### src/rtl/ex4_2.sv
// ex4_2: 4-bit modulo-16 adder, y = (a + b) mod 16, built as a ripple-carry chain of full adders.
// Latency: 1 cycle; operands sampled on a rising clk edge appear on y right after that edge.
// Backpressure: none; a new sum is captured every cycle unless rst is high, which forces y to 0.

// One-bit full adder; the leaf cell of the ripple chain.
module ex4_2_fa (
    input  logic a_i,
    input  logic b_i,
    input  logic c_i,
    output logic s_o,
    output logic c_o
);

    logic p;

    // Propagate term is shared by the sum and the carry.
    always_comb begin
        p   = a_i ^ b_i;
        s_o = p ^ c_i;
        c_o = (a_i & b_i) | (c_i & p);
    end

endmodule

module ex4_2 #(
    parameter int WIDTH = 4
) (
    input  logic             clk,
    input  logic             rst,
    input  logic [WIDTH-1:0] a,
    input  logic [WIDTH-1:0] b,
    output logic [WIDTH-1:0] y
);

    // carry[i] is the carry into bit i; carry[0] is tied low.
    logic [WIDTH-1:0] carry;
    logic [WIDTH-1:0] sum;
    // Carry out of the top bit is dropped so the result wraps modulo 2**WIDTH.
    logic             carry_unused;

    logic [WIDTH-1:0] y_q;
    logic [WIDTH-1:0] y_d;

    assign carry[0] = 1'b0;

    // Ripple chain: each stage feeds its carry into the next higher bit.
    for (genvar i = 0; i < WIDTH; i++) begin : g_bit
        if (i < WIDTH - 1) begin : g_mid
            ex4_2_fa u_fa (
                .a_i (a[i]),
                .b_i (b[i]),
                .c_i (carry[i]),
                .s_o (sum[i]),
                .c_o (carry[i+1])
            );
        end else begin : g_top
            ex4_2_fa u_fa (
                .a_i (a[i]),
                .b_i (b[i]),
                .c_i (carry[i]),
                .s_o (sum[i]),
                .c_o (carry_unused)
            );
        end
    end

    // Next-state is simply the combinational sum; reset priority lives in the register.
    always_comb begin
        y_d = sum;
    end

    // Output register isolates the ripple path from downstream timing; sync reset wins.
    always_ff @(posedge clk) begin
        if (rst) begin
            y_q <= '0;
        end else begin
            y_q <= y_d;
        end
    end

    assign y = y_q;

endmodule

### config.mk
export PLATFORM = sky130hd
export DESIGN_NAME = ex4_2
export DESIGN_NICKNAME = d
export VERILOG_FILES = /design/src/rtl/ex4_2.sv
export SDC_FILE = /design/constraint.sdc
export NUM_CORES = 1
export LEC_CHECK = 0
export CAP_MARGIN = 25
export CORE_AREA = 4 4 41 43
export CTS_CLUSTER_DIAMETER = 60
export DETAILED_ROUTE_END_ITERATION = 16
export DIE_AREA = 0 0 45 47
export SLEW_MARGIN = 20
export SYNTH_ARGS = -nofsm -noshare
export SYNTH_HDL_FRONTEND = slang
export SYNTH_SLANG_ARGS = --single-unit
export TNS_END_PERCENT = 50
### constraint.sdc
create_clock -name clk -period 4.21 [get_ports clk]
set_input_delay 0.842 -clock clk [delete_from_list [all_inputs] [get_ports clk]]
set_output_delay 0.842 -clock clk [all_outputs]
set_load 0.1 [all_outputs]
After elaboration in Yosys (flattened, before gate mapping)
Cells that the tools add are included.

Bitwise gates (word level): 14.

Operators by type and width (count): XOR 1 bit (7); AND 1 bit (5); bitwise OR 1 bit (2).

Input bits: 10. Bits in registers: 4. Word-level logic and storage cells: 15. Output and inout port bits: 4.

Longest topological paths before layout
Gate-level depths: netlist of run 1.

Depth after elaboration: 6. Depth in mapped cells: 5. Mapped depth without buffers: 5.

By module
Synthesis of run 1 repeated with hierarchy kept, for this count alone.

Cells, all modules: 13. Area total of the unflattened synthesis: 188.9 um2.

Modules (own cells, without submodules): ex4_2 (instances 1, cells an instance 9, area each 108.9 um2, sequential area each 80.1 um2); ex4_2_fa (instances 4, cells an instance 1, area each 20.0 um2, sequential area each 0.0 um2).

Worst setup path after synthesis of run 1
OpenSTA, ideal clock, no wires.

Kind: input -> register. Start: input a[0]. End: register y_q[3] (netlist: y[3]). Stages: 5. Data required time: 4100 ps. Setup slack: 2106 ps. Setup time: 110 ps. Arrival time: 1994 ps. Path buffers: 0. Path through: ha_1 > fa_1 > fa_1 > xnor3_1 > nor2_1.

Word-level cells in the longest chain between the ends: 6.

RTL lines: start: declaration (RTL line 30) `input logic [WIDTH-1:0] a,`; AND 1 bit (2 in a row) (RTL line 20) `c_o = (a_i & b_i) | (c_i & p);`; bitwise OR 1 bit (RTL line 20); AND 1 bit (RTL line 20); bitwise OR 1 bit (RTL line 20); XOR 1 bit (RTL line 19) `s_o = p ^ c_i;`; end signal: assignment (RTL line 77) `y_q <= y_d;`; end: declaration (RTL line 41) `logic [WIDTH-1:0] y_q;`.

No other way between the ends. A chain may end at the register's enable or synchronous reset.

Final worst setup path of run 1
Start: register y_q[3] (netlist: y[3]). End: output y[3].

RTL lines: end: declaration (RTL line 32) `output logic [WIDTH-1:0] y`.

No word-level cell between the ends.

==> results.cfg, run 1 <==
[power]
peakVddDrop_v = 0.000124
p_leak_nw = 0.144
powerDensity_nw_per_um2 = 428

[layout]
mostFrequentLayoutCells = clkdlybuf4s50_1 (13), dfxtp_1 (4), nor2b_1 (3), clkbuf_4 (3), fa_1 (2)
n_antenna_cell = 0
fin_nets = 43
seq_area_um2 = 80.1
final_common_cell = clkdlybuf4s50_1
post-route-util_pct = 26.8
largest_reg_flops = 4
multi_input_area_um2 = 97.6
layout.filler_cells = 144
syn_to_final_growth_pct = 96.5
drive_gt1_share_pct = 10.7

[logic_synthesis]
synth_area_leaders = dfxtp_1 (45%), fa_1 (23%), xnor3_1 (13%)
synth_fp_nets = 25
syn_area_um2 = 178
synth.avg_cell_area_um2 = 14.8
ys_ff_latch = 4
synth_top_area_share_pct = 45.1
synth_top_cell_by_area = dfxtp_1
yosysSeqAreaShare_pct = 45.1
synth.distinct_cells = 6
netlist_instances = 12
ys_warn_count = 0

[place]
pre_cts_ws_ns = 1.59
dpl.hpwl_um = 371
io_buffers = 13
gp_congestion = 0.702

[cts]
clk_pin_slew_ns = 0.04
clockBufferDepth = 2
post-cts-setup-buffers = 0
cts.sinks = 4
cts_made_buffers = 3
cts_tree = done
cts_resized = 0
hold_buffers = 0
cts-root-buf = clkbuf_4
ctsHtreeMaxLevel = 1

[global_route]
grt-busiest-layer = met4
grt_max_degree = 5
antenna_found_initial = 0
use_met2_pct = 6.21
overflow = 0
grt_pass1_wl_um = 669
gr-usage-all-layers_pct = 5.72
first_global_vias = 149
gr-usage-met1_pct = 5.31
met3_usage_pct = 4.60

[floorplan]
die_w_um = 45
die_area_um2 = 2120
coreArea_um2 = 1300
io_pins = 14
initial_core_util_pct = 13.7
rows = 13
fp.dieH_um = 47

[timing]
hold_ws_ns = 1.24
slew_headroom_pct = 35.4
max_clock_freq_mhz = 397
min_period_ns = 2.52
grt_setup_unrepaired = false
timing.final.ws_setup_ns = 1.69
setup-violations-final = 0
finalCritPeriodShare_pct = 59.8
tns_ns = 0
worst_pin_slew_ns = 0.966
drv_slew = 0
hold_viol = 0

[drt]
drc = 0
drtIter0Drc = 0
wirelength_um = 459
routedWlPerCell_um = 10.7
vias = 143
vias_per_cell = 3.33
drt-pass1-iter-count = 1
ant_nets = 0

[hold_path]
holdPathStages = 2
min_from = rst
hold_path_class = input port to flop
hold_end = y[0]

[critical_path]
path_buf_inv = 1
startpoint_type = flop
critPathMaxFanout = 1
cp_top_family = buffers and inverters
criticalPathCategory = flop to output pin
worstPathCellList = clkdlybuf4s50_1
end_kind = output pin
required_ns = 3.37
cpPeakStageDelay_ns = 1.13
critPathSlowestCell = clkdlybuf4s50_1
cp_data_arrival_time_ns = 1.68

[run]
cap_viol_max_count = 0

[run_status]
status = completed
kinds of logic (layout without fill, tap and decap cells):
kind of cell | after synthesis | after routing | share of synthesized area (%)
xor gates and xnor gates | 1 | 1 | 12.7
DFF | 4 | 4 | 45.1
and+or+nand+nor | 4 | 4 | 12.7
adders and majority gates | 3 | 3 | 29.6
buffers and inverters | 0 | 16 | 0
synth_stat cells:
master,n
dfxtp_1,4
fa_1,2
ha_1,1
nor2_1,1
nor2b_1,3
xnor3_1,1
per-layer routing:
layer	part of all wire, %	vias up
met3	19	4
met5	0	-
met4	4.1	0
li1	-	71
met1	45	53
met2	31	15
final cells by class:
class | instances | area share (%)
clock buffers | 3 | 6.45
well taps | 15 | 5.38
repair buffers | 13 | 37.3
multi-input cells | 8 | 28.0
flip-flops and latches | 4 | 22.9
worst max path at each step:
stage,cells after the start,from,slack (ns),to
final,1,y[3],1.69,y[3]
after global routing,1,y[3],1.66,y[3]
after CTS,1,y[3],1.68,y[3]
after detailed placement,6,a[0],1.59,y[3]
after global placement,6,a[0],1.63,y[3]
after floorplan,5,a[0],2.11,y[3]
power by group:
| part | leakage [nW] | switching [W] | total [W] | internal (W) |
|---|---|---|---|---|
| clock | 0.0138 | 0.0000169 | 0.0000489 | 0.0000320 |
| sequential | 0.0333 | 0.00000103 | 0.0000433 | 0.0000422 |
| combinational | 0.0973 | 0.0000372 | 0.0000572 | 0.0000200 |
through the flow:
step	total power, W	std cells	instance area (um2)
2_1_floorplan	0.0000820	12	178
3_5_place_dp	0.000102	40	327
4_1_cts	0.000154	43	349
5_1_grt	0.000159	43	349
3_3_place_gp	0.000100	40	327
6_report	0.000149	43	349
No activity file was read; power rests on OpenSTA's default activity.
==> run 2, diff against run 1 <==
clock period = 2.02 ns   (was 4.21 ns; I/O delays follow)
==> results.cfg, run 2 (synthesis results as in run 1) <==
[run_status]
status = completed

[power]
peakVddDrop_v = 0.000197
powerDensity_nw_per_um2 = 907
p_leak_nw = 0.150

[floorplan]
die_area_um2 = 2120
io_pins = 14
rows = 13
coreArea_um2 = 1300
fp.dieH_um = 47
initial_core_util_pct = 13.7
die_w_um = 45

[place]
io_buffers = 13
gp_congestion = 0.720
postPlaceCellArea_um2 = 317
pre_cts_ws_ns = -0.145

[timing]
min_period_ns = 1.92
grt_setup_unrepaired = false
max_clock_freq_mhz = 520
slew_headroom_pct = 81.3
setup-violations-final = 0
hold_viol = 0
hold_ws_ns = 0.782
drv_slew = 0
timing.final.ws_setup_ns = 0.0980
finalCritPeriodShare_pct = 95.1
worst_pin_slew_ns = 0.283

[layout]
final_cell_area_um2 = 339
post-route-util_pct = 26.1
fin_nets = 43
largest_reg_flops = 4
mostFrequentLayoutCells = clkdlybuf4s50_1 (9), buf_4 (4), dfxtp_1 (4)
n_antenna_cell = 0
final_common_cell = clkdlybuf4s50_1
drive_gt1_share_pct = 25.0
syn_to_final_growth_pct = 90.8

[cts]
cts.sinks = 4
clockBufferDepth = 2
clk_pin_slew_ns = 0.04
cts-root-buf = clkbuf_4
cts_resized = 0
cts_tree = done
ctsHtreeMaxLevel = 1
post-cts-setup-buffers = 0
cts_made_buffers = 3
hold_buffers = 0

[critical_path]
required_ns = 2.15
cp_data_arrival_time_ns = 2.05
criticalPathCategory = input port to flop
critPathMaxFanout = 1
end_kind = flop
startpoint_type = input port

[global_route]
use_met2_pct = 7.63
met3_usage_pct = 6.90
antenna_found_initial = 0
overflow = 0
gr-usage-all-layers_pct = 6.43
grt_max_degree = 5
first_global_vias = 201
grt-busiest-layer = met4
gr-usage-met1_pct = 4.85
grt_pass1_wl_um = 800

[drt]
drtIter0Drc = 0
routedWlPerCell_um = 11.6
drc = 0
wirelength_um = 499
drt-pass1-iter-count = 1
vias = 152
ant_nets = 0
vias_per_cell = 3.53

[hold_path]
hold_path_class = input port to flop

[run]
cap_viol_max_count = 0
run 2: cell count changes in the layout (fill, tap and decap cells not counted), sizes merged:
| cell | previous run | this run |
|---|---|---|
| buf | 0 | 4 |
| clkdlybuf4s50 | 13 | 9 |
run 2: metrics by stage:
step                TNS [ns]  total power [W]  cells
finish                     0         0.000308     43
CTS                        0         0.000317     43
global placement      -0.162         0.000206     40
detailed placement    -0.237         0.000211     40
global route               0         0.000324     43
floorplan                  0         0.000171     12
run 2: layout make-up:
type | count | area (um2)
flip-flops and latches | 4 | 80.1
clock buffers | 3 | 22.5
multi-input cells | 8 | 97.6
repair buffers | 13 | 120
fillers | 146 | 962
well taps | 15 | 18.8
run 2: final timing paths:
kind | endpoint | cells past startpoint | start | slack (ns)
setup / recovery | y[3] | 6 | a[0] | 0.1
hold / removal | y[3] | 2 | rst | 0.78
run 2: power by group:
group | internal [W] | leakage, nW | switching, W | total [W]
logic | 0.0000390 | 0.103 | 0.0000780 | 0.000117
registers | 0.0000881 | 0.0333 | 0.00000249 | 0.0000906
clock network | 0.0000665 | 0.0138 | 0.0000335 | 0.000100
run 2: metal layers:
metal / wire, um / part of all wire (%)
met3: 128 / 26
met1: 164 / 33
met5: 0 / 0
met4: 15 / 3.0
met2: 190 / 38
run 2: critical path: stages:
cell and delay, ns:
clkdlybuf4s50_1 0.41, ha_1 0.21, fa_1 0.38, fa_1 0.40
xnor3_1 0.21, nor2_1 0.04
